**config.mk**
```make
export PLATFORM = sky130hd
export DESIGN_NAME = mem_port_arbiter
export DESIGN_NICKNAME = d
export VERILOG_FILES = /design/src/rtl/mem_port_arbiter.sv
export SDC_FILE = /design/constraint.sdc
export NUM_CORES = 1
export LEC_CHECK = 0
export BUFFER_PORTS_ARGS = -buffer_cell sky130_fd_sc_hd__buf_2
export CAP_MARGIN = 40
export CORE_AREA = 2 2 108 110
export CTS_CLUSTER_SIZE = 24
export DETAILED_ROUTE_END_ITERATION = 10
export DIE_AREA = 0 0 110 112
export GPL_ROUTABILITY_DRIVEN = 0
export PLACE_DENSITY = 0.81
export SLEW_MARGIN = 20
export SYNTH_ARGS = -nofsm -noshare
export SYNTH_HDL_FRONTEND = slang
export SYNTH_SLANG_ARGS = --single-unit
export TNS_END_PERCENT = 30
```
**constraint.sdc**
```tcl
create_clock -name clk -period 1.9 [get_ports clk]
set_clock_uncertainty 0.05 [all_clocks]
set_input_delay 0.095 -clock clk [delete_from_list [all_inputs] [get_ports clk]]
set_output_delay 0.095 -clock clk [all_outputs]
set_load 0.05 [all_outputs]
```
**src/rtl/mem_port_arbiter.sv**
```systemverilog
// Arbitrates a single-port unified memory between the fetch (I) and mem-stage (D) ports.
// One transaction at a time: arbitrate, wait for mem_gnt, then wait for mem_rvalid or a timeout.
module mem_port_arbiter #(
    parameter int ADDR_W       = 32,
    parameter int DATA_W       = 32,
    parameter int STARVE_LIMIT = 4,
    parameter int TIMEOUT      = 255
) (
    input  logic                clk,
    input  logic                rst_n,

    input  logic                i_req,
    input  logic [ADDR_W-1:0]   i_addr,
    output logic                i_gnt,
    output logic                i_rvalid,
    output logic [DATA_W-1:0]   i_rdata,
    output logic                i_err,

    input  logic                d_req,
    input  logic                d_we,
    input  logic [DATA_W/8-1:0] d_be,
    input  logic [ADDR_W-1:0]   d_addr,
    input  logic [DATA_W-1:0]   d_wdata,
    output logic                d_gnt,
    output logic                d_rvalid,
    output logic [DATA_W-1:0]   d_rdata,
    output logic                d_err,

    output logic                mem_req,
    output logic                mem_we,
    output logic [DATA_W/8-1:0] mem_be,
    output logic [ADDR_W-1:0]   mem_addr,
    output logic [DATA_W-1:0]   mem_wdata,
    input  logic                mem_gnt,
    input  logic                mem_rvalid,
    input  logic [DATA_W-1:0]   mem_rdata,

    output logic                busy
);

    localparam int BE_W     = DATA_W / 8;
    localparam int STARVE_W = $clog2(STARVE_LIMIT + 1);
    localparam int TO_W     = $clog2(TIMEOUT + 1);
    localparam logic [STARVE_W-1:0] STARVE_MAX = STARVE_W'(STARVE_LIMIT);
    localparam logic [TO_W-1:0]     TO_MAX     = TO_W'(TIMEOUT);

    typedef enum logic [1:0] {
        IDLE = 2'd0,
        REQ  = 2'd1,
        WAIT = 2'd2
    } state_t;

    state_t              state;
    logic                owner_d;
    logic                hold_we;
    logic [BE_W-1:0]     hold_be;
    logic [ADDR_W-1:0]   hold_addr;
    logic [DATA_W-1:0]   hold_wdata;
    logic [STARVE_W-1:0] starve_cnt;
    logic [TO_W-1:0]     to_cnt;

    logic d_wins;
    logic in_req;
    logic gnt_evt;
    logic timed_out;
    logic resp;

    // D keeps priority until it has beaten a waiting fetch STARVE_LIMIT times in a row
    assign d_wins    = d_req && (!i_req || (starve_cnt < STARVE_MAX));
    assign in_req    = (state == REQ);
    assign gnt_evt   = in_req && mem_gnt;
    assign timed_out = (state == WAIT) && (to_cnt == TO_MAX);
    assign resp      = (state == WAIT) && (mem_rvalid || timed_out);

    always_ff @(posedge clk or negedge rst_n) begin
        if (!rst_n) begin
            state      <= IDLE;
            owner_d    <= 1'b0;
            hold_we    <= 1'b0;
            hold_be    <= '0;
            hold_addr  <= '0;
            hold_wdata <= '0;
            starve_cnt <= '0;
            to_cnt     <= '0;
        end else begin
            case (state)
                IDLE: begin
                    if (i_req || d_req) begin
                        owner_d <= d_wins;
                        if (d_wins) begin
                            hold_we    <= d_we;
                            hold_be    <= d_be;
                            hold_addr  <= d_addr;
                            hold_wdata <= d_wdata;
                        end else begin
                            hold_we    <= 1'b0;
                            hold_be    <= '1;
                            hold_addr  <= i_addr;
                            hold_wdata <= '0;
                        end
                        if (i_req && d_wins) begin
                            if (starve_cnt != STARVE_MAX)
                                starve_cnt <= starve_cnt + STARVE_W'(1);
                        end else begin
                            starve_cnt <= '0;
                        end
                        state <= REQ;
                    end
                end
                REQ: begin
                    if (mem_gnt) begin
                        to_cnt <= '0;
                        state  <= WAIT;
                    end
                end
                WAIT: begin
                    if (mem_rvalid || timed_out)
                        state <= IDLE;
                    else
                        to_cnt <= to_cnt + TO_W'(1);
                end
                default: state <= IDLE;
            endcase
        end
    end

    assign mem_req   = in_req;
    assign mem_we    = in_req && hold_we;
    assign mem_be    = in_req ? hold_be    : '0;
    assign mem_addr  = in_req ? hold_addr  : '0;
    assign mem_wdata = in_req ? hold_wdata : '0;

    assign i_gnt    = gnt_evt && !owner_d;
    assign d_gnt    = gnt_evt &&  owner_d;

    // A real response takes precedence over a timeout landing in the same cycle
    assign i_rvalid = resp && !owner_d;
    assign d_rvalid = resp &&  owner_d;
    assign i_err    = i_rvalid && !mem_rvalid;
    assign d_err    = d_rvalid && !mem_rvalid;
    assign i_rdata  = (i_rvalid && mem_rvalid) ? mem_rdata : '0;
    assign d_rdata  = (d_rvalid && mem_rvalid) ? mem_rdata : '0;

    assign busy = (state != IDLE);

endmodule

```
==> flow_summary.yaml <==
clock_tree:
  cts_buffer_depth: 2
  cts_inserted_buffers: 9
  cts.sink_count: 83
  cts-root-buf: "clkbuf_16"
  clk_pin_slew_ps: 60
  htree_levels: 3
  clk_latency_ps: 320
  cts_tree: "yes"
layout:
  final_net_count: 945
  area_delta_synth_final_pct: 68.00
  final_cell_mix: "buf_2 (210), and2_1 (117), dfrtp_1 (81)"
  final_common_cell: "buf_2"
  fin_cells: 958
  final_area_um2: 7607
  drive_above_1_share_pct: 44.93
yosys:
  syn_area_um2: 4528
  ys.warnings.count: 0
  synth_edf_count: 0
  synth_top_area_share_pct: 45.87
  ys_ff_latch: 83
  synthAdderAreaFrac_pct: 0.8290
  ys_types: 40
  ys_seq_area_share_pct: 45.87
  yosys_most_used_dff: "dfrtp_1"
  synth_top_area_cell: "dfrtp_1"
  synth.area.mux_share_pct: 7.544
  synth_top_family_by_area: "simple AND/OR/NAND/NOR gates"
  yosys-top-cells-area: "dfrtp_1 (46%), and2_1 (19%), mux2i_1 (7.3%)"
  synth_simple_gate_area_share_pct: 26.31
  synth-compound-area-share_pct: 14.29
  synth_nets: 605
  async_flop_share_pct: 100.0
  syn_inst: 463
  synth_xor_area_share_pct: 0.1934
  synth.avg_cell_area_um2: 9.780
setup_path:
  cp_max_fo: 16
  timing.rr.start: "starve_cnt[2]"
  crit_chain: "inv_1 -> and3_4 -> buf_6 -> and2_1 -> buf_4"
  cp_slowest_cell: "dfrtp_1"
  end_kind: "output port"
  cp_num_buf_inv: 3
  crit_end: "i_rdata[21]"
  regToRegSetupSlack_ps: 70
  cp-start-kind: "flop"
  path_class: "reg2out"
  cp_data_required_time_ps: 1750
  critPathMaxStageDelay_ps: 480
  r2r-end: "hold_addr[21]"
  worstPathArrival_ps: 1810
  path_delay_family: "buffers and inverters"
  path_depth: 5
  worstRegToRegCells: 5
  cp-startpoint: "owner_d"
placed_design:
  dpl_cell_area_um2: 6095
  post-dp-hpwl_mm: 10.44
  port_buffers: 279
  place_inst: 865
floorplanning:
  start_util_pct: 40.52
  die_h_um: 112
  core_area_um2: 11170
  die_area_um2: 12320
  rows: 39
  die_w_um: 110
  ios: 280
routing:
  num_vias: 4765
  post_drt_wl_per_cell_um: 17.34
  dr.pass1.iters: 4
  vias_per_cell: 4.974
  totalWireLength_mm: 16.61
  drc: 0
  drtAntennaViolNets: 0
  first_iter_violations: 195
sta:
  worst_pin_slew_ps: 731.7
  setup-violations-final: 17
  fin_ws_ps: -50.78
  rsz0062_at_grt: "true"
  max_slew_margin_pct: 51.03
  post-route-period-util_pct: 102.7
  clock.fmax_ghz: 0.5126
  maxSlewViolCount: 0
  post-route-min-period_ps: 1951
  report.final.hold_viol_count: 0
global_routing:
  track_usage_pct: 24.82
  grt_pass1_wl_mm: 23.29
  overflow: 0
  grt_pass1_vias: 4552
  grt_max_degree: 41
  antenna_found_initial: 7
power_and_ir_drop:
  p_per_area_nw_per_um2: 1462
  irDropWorstVdd_mv: 1.163
  power.leakage_nw: 3.995
outcome:
  outcome: "finished with violations"
  violations: "negative setup slack"
run:
  drv_cap: 0
min_path:
  min_path_type: "in2reg"
[cells in the mapped netlist (2+ instances only)]
| library cell | n |
|---|---|
| a211oi_1 | 3 |
| a21oi_1 | 2 |
| a22o_1 | 34 |
| and2_1 | 134 |
| and3_1 | 2 |
| buf_2 | 9 |
| buf_4 | 4 |
| buf_6 | 6 |
| clkbuf_1 | 15 |
| dfrtp_1 | 83 |
| ha_1 | 3 |
| inv_1 | 7 |
| mux2i_1 | 33 |
| nand2_1 | 43 |
| nand2b_1 | 3 |
| nand3_1 | 5 |
| nand4_1 | 2 |
| nor2_1 | 8 |
| nor3_1 | 4 |
| o211ai_2 | 2 |
| o21ai_0 | 38 |
| o22a_1 | 4 |
| or3_1 | 2 |
[per-layer routing]
metal  part of all wire (%)  GRT usage, %
met5                      0             0
met4                    3.3         10.55
met3                    7.6         5.679
met2                     51         44.21
met1                     38         27.86
[kinds of logic after synthesis]
kind of cell,after synthesis
AND/OR/NAND/NOR,210
adder cells (fa/ha/maj),3
buffers and inverters,41
flip-flops,83
XOR/XNOR,1
multiplexers,34
AO/OA/AOI/OAI,91
[worst register-to-register path, delay by kind of cell, from the launching register on]
family	cells	cell delay [ps]
muxes	1	200
AOI/OAI and AO/OA	2	250
DFF	1	420
buffers and inverters	2	790
[report_power, final]
part | leakage, nW | internal [W] | switching (W)
Sequential | 1.04 | 0.00250 | 0.000402
Combinational | 2.79 | 0.00203 | 0.00429
Clock | 0.162 | 0.00120 | 0.000702
[registers in the layout, summed over array words and instances, names as in the netlist]
register and flops:
hold_addr 32, to_cnt 8, starve_cnt 3, owner_d 1, hold_be 4, hold_wdata 32
state 2, hold_we 1
[through the flow]
| stage | setup TNS, ps | hold slack, ps | total power [W] | utilization [%] | worst slack, ps |
|---|---|---|---|---|---|
| floorplan | -284.0 | -250.6 | 0.007228 | - | -90.48 |
| global placement | 0 | -128.4 | 0.008580 | 54.54 | 135.4 |
| detailed placement | 0 | -125.9 | 0.008682 | 54.54 | 36.05 |
| CTS | 0 | 0.02531 | 0.01093 | 64.96 | 14.85 |
| global route | -1985 | 17.35 | 0.01171 | 68.03 | -107.4 |
| finish | -342.8 | 5.165 | 0.01112 | 68.08 | -50.78 |
[cell type report]
class	count	area [um2]
inverters	7	26.28
clock buffers	11	242.7
clock inverters	5	85.08
flip-flops and latches	83	2079
fillers	803	3567
diodes	7	17.52
multi-input cells	339	2345
well taps	143	178.9
repair buffers	363	2633
[timing repair]
item                                   in CTS  in global routing
resized for setup                          96                 55
setup endpoints to repair                 137                 72
pin swaps                                   2                  4
cloned                                      1                  4
endpoints found under the hold margin     129                  0
hold buffers                               51                  0
buffers inserted                            7                  7
[worst min-delay path by stage]
stage                           from       endpoint  cells past startpoint
after detailed placement       rst_n   hold_addr[3]                      1
final                     d_addr[17]  hold_addr[17]                      3
after global routing       d_addr[8]   hold_addr[8]                      3
after global placement         rst_n   hold_addr[3]                      1
after floorplan                rst_n   hold_addr[0]                      0
after CTS                 d_addr[17]  hold_addr[17]                      3
Note: power is estimated with default switching activity, not from simulation.
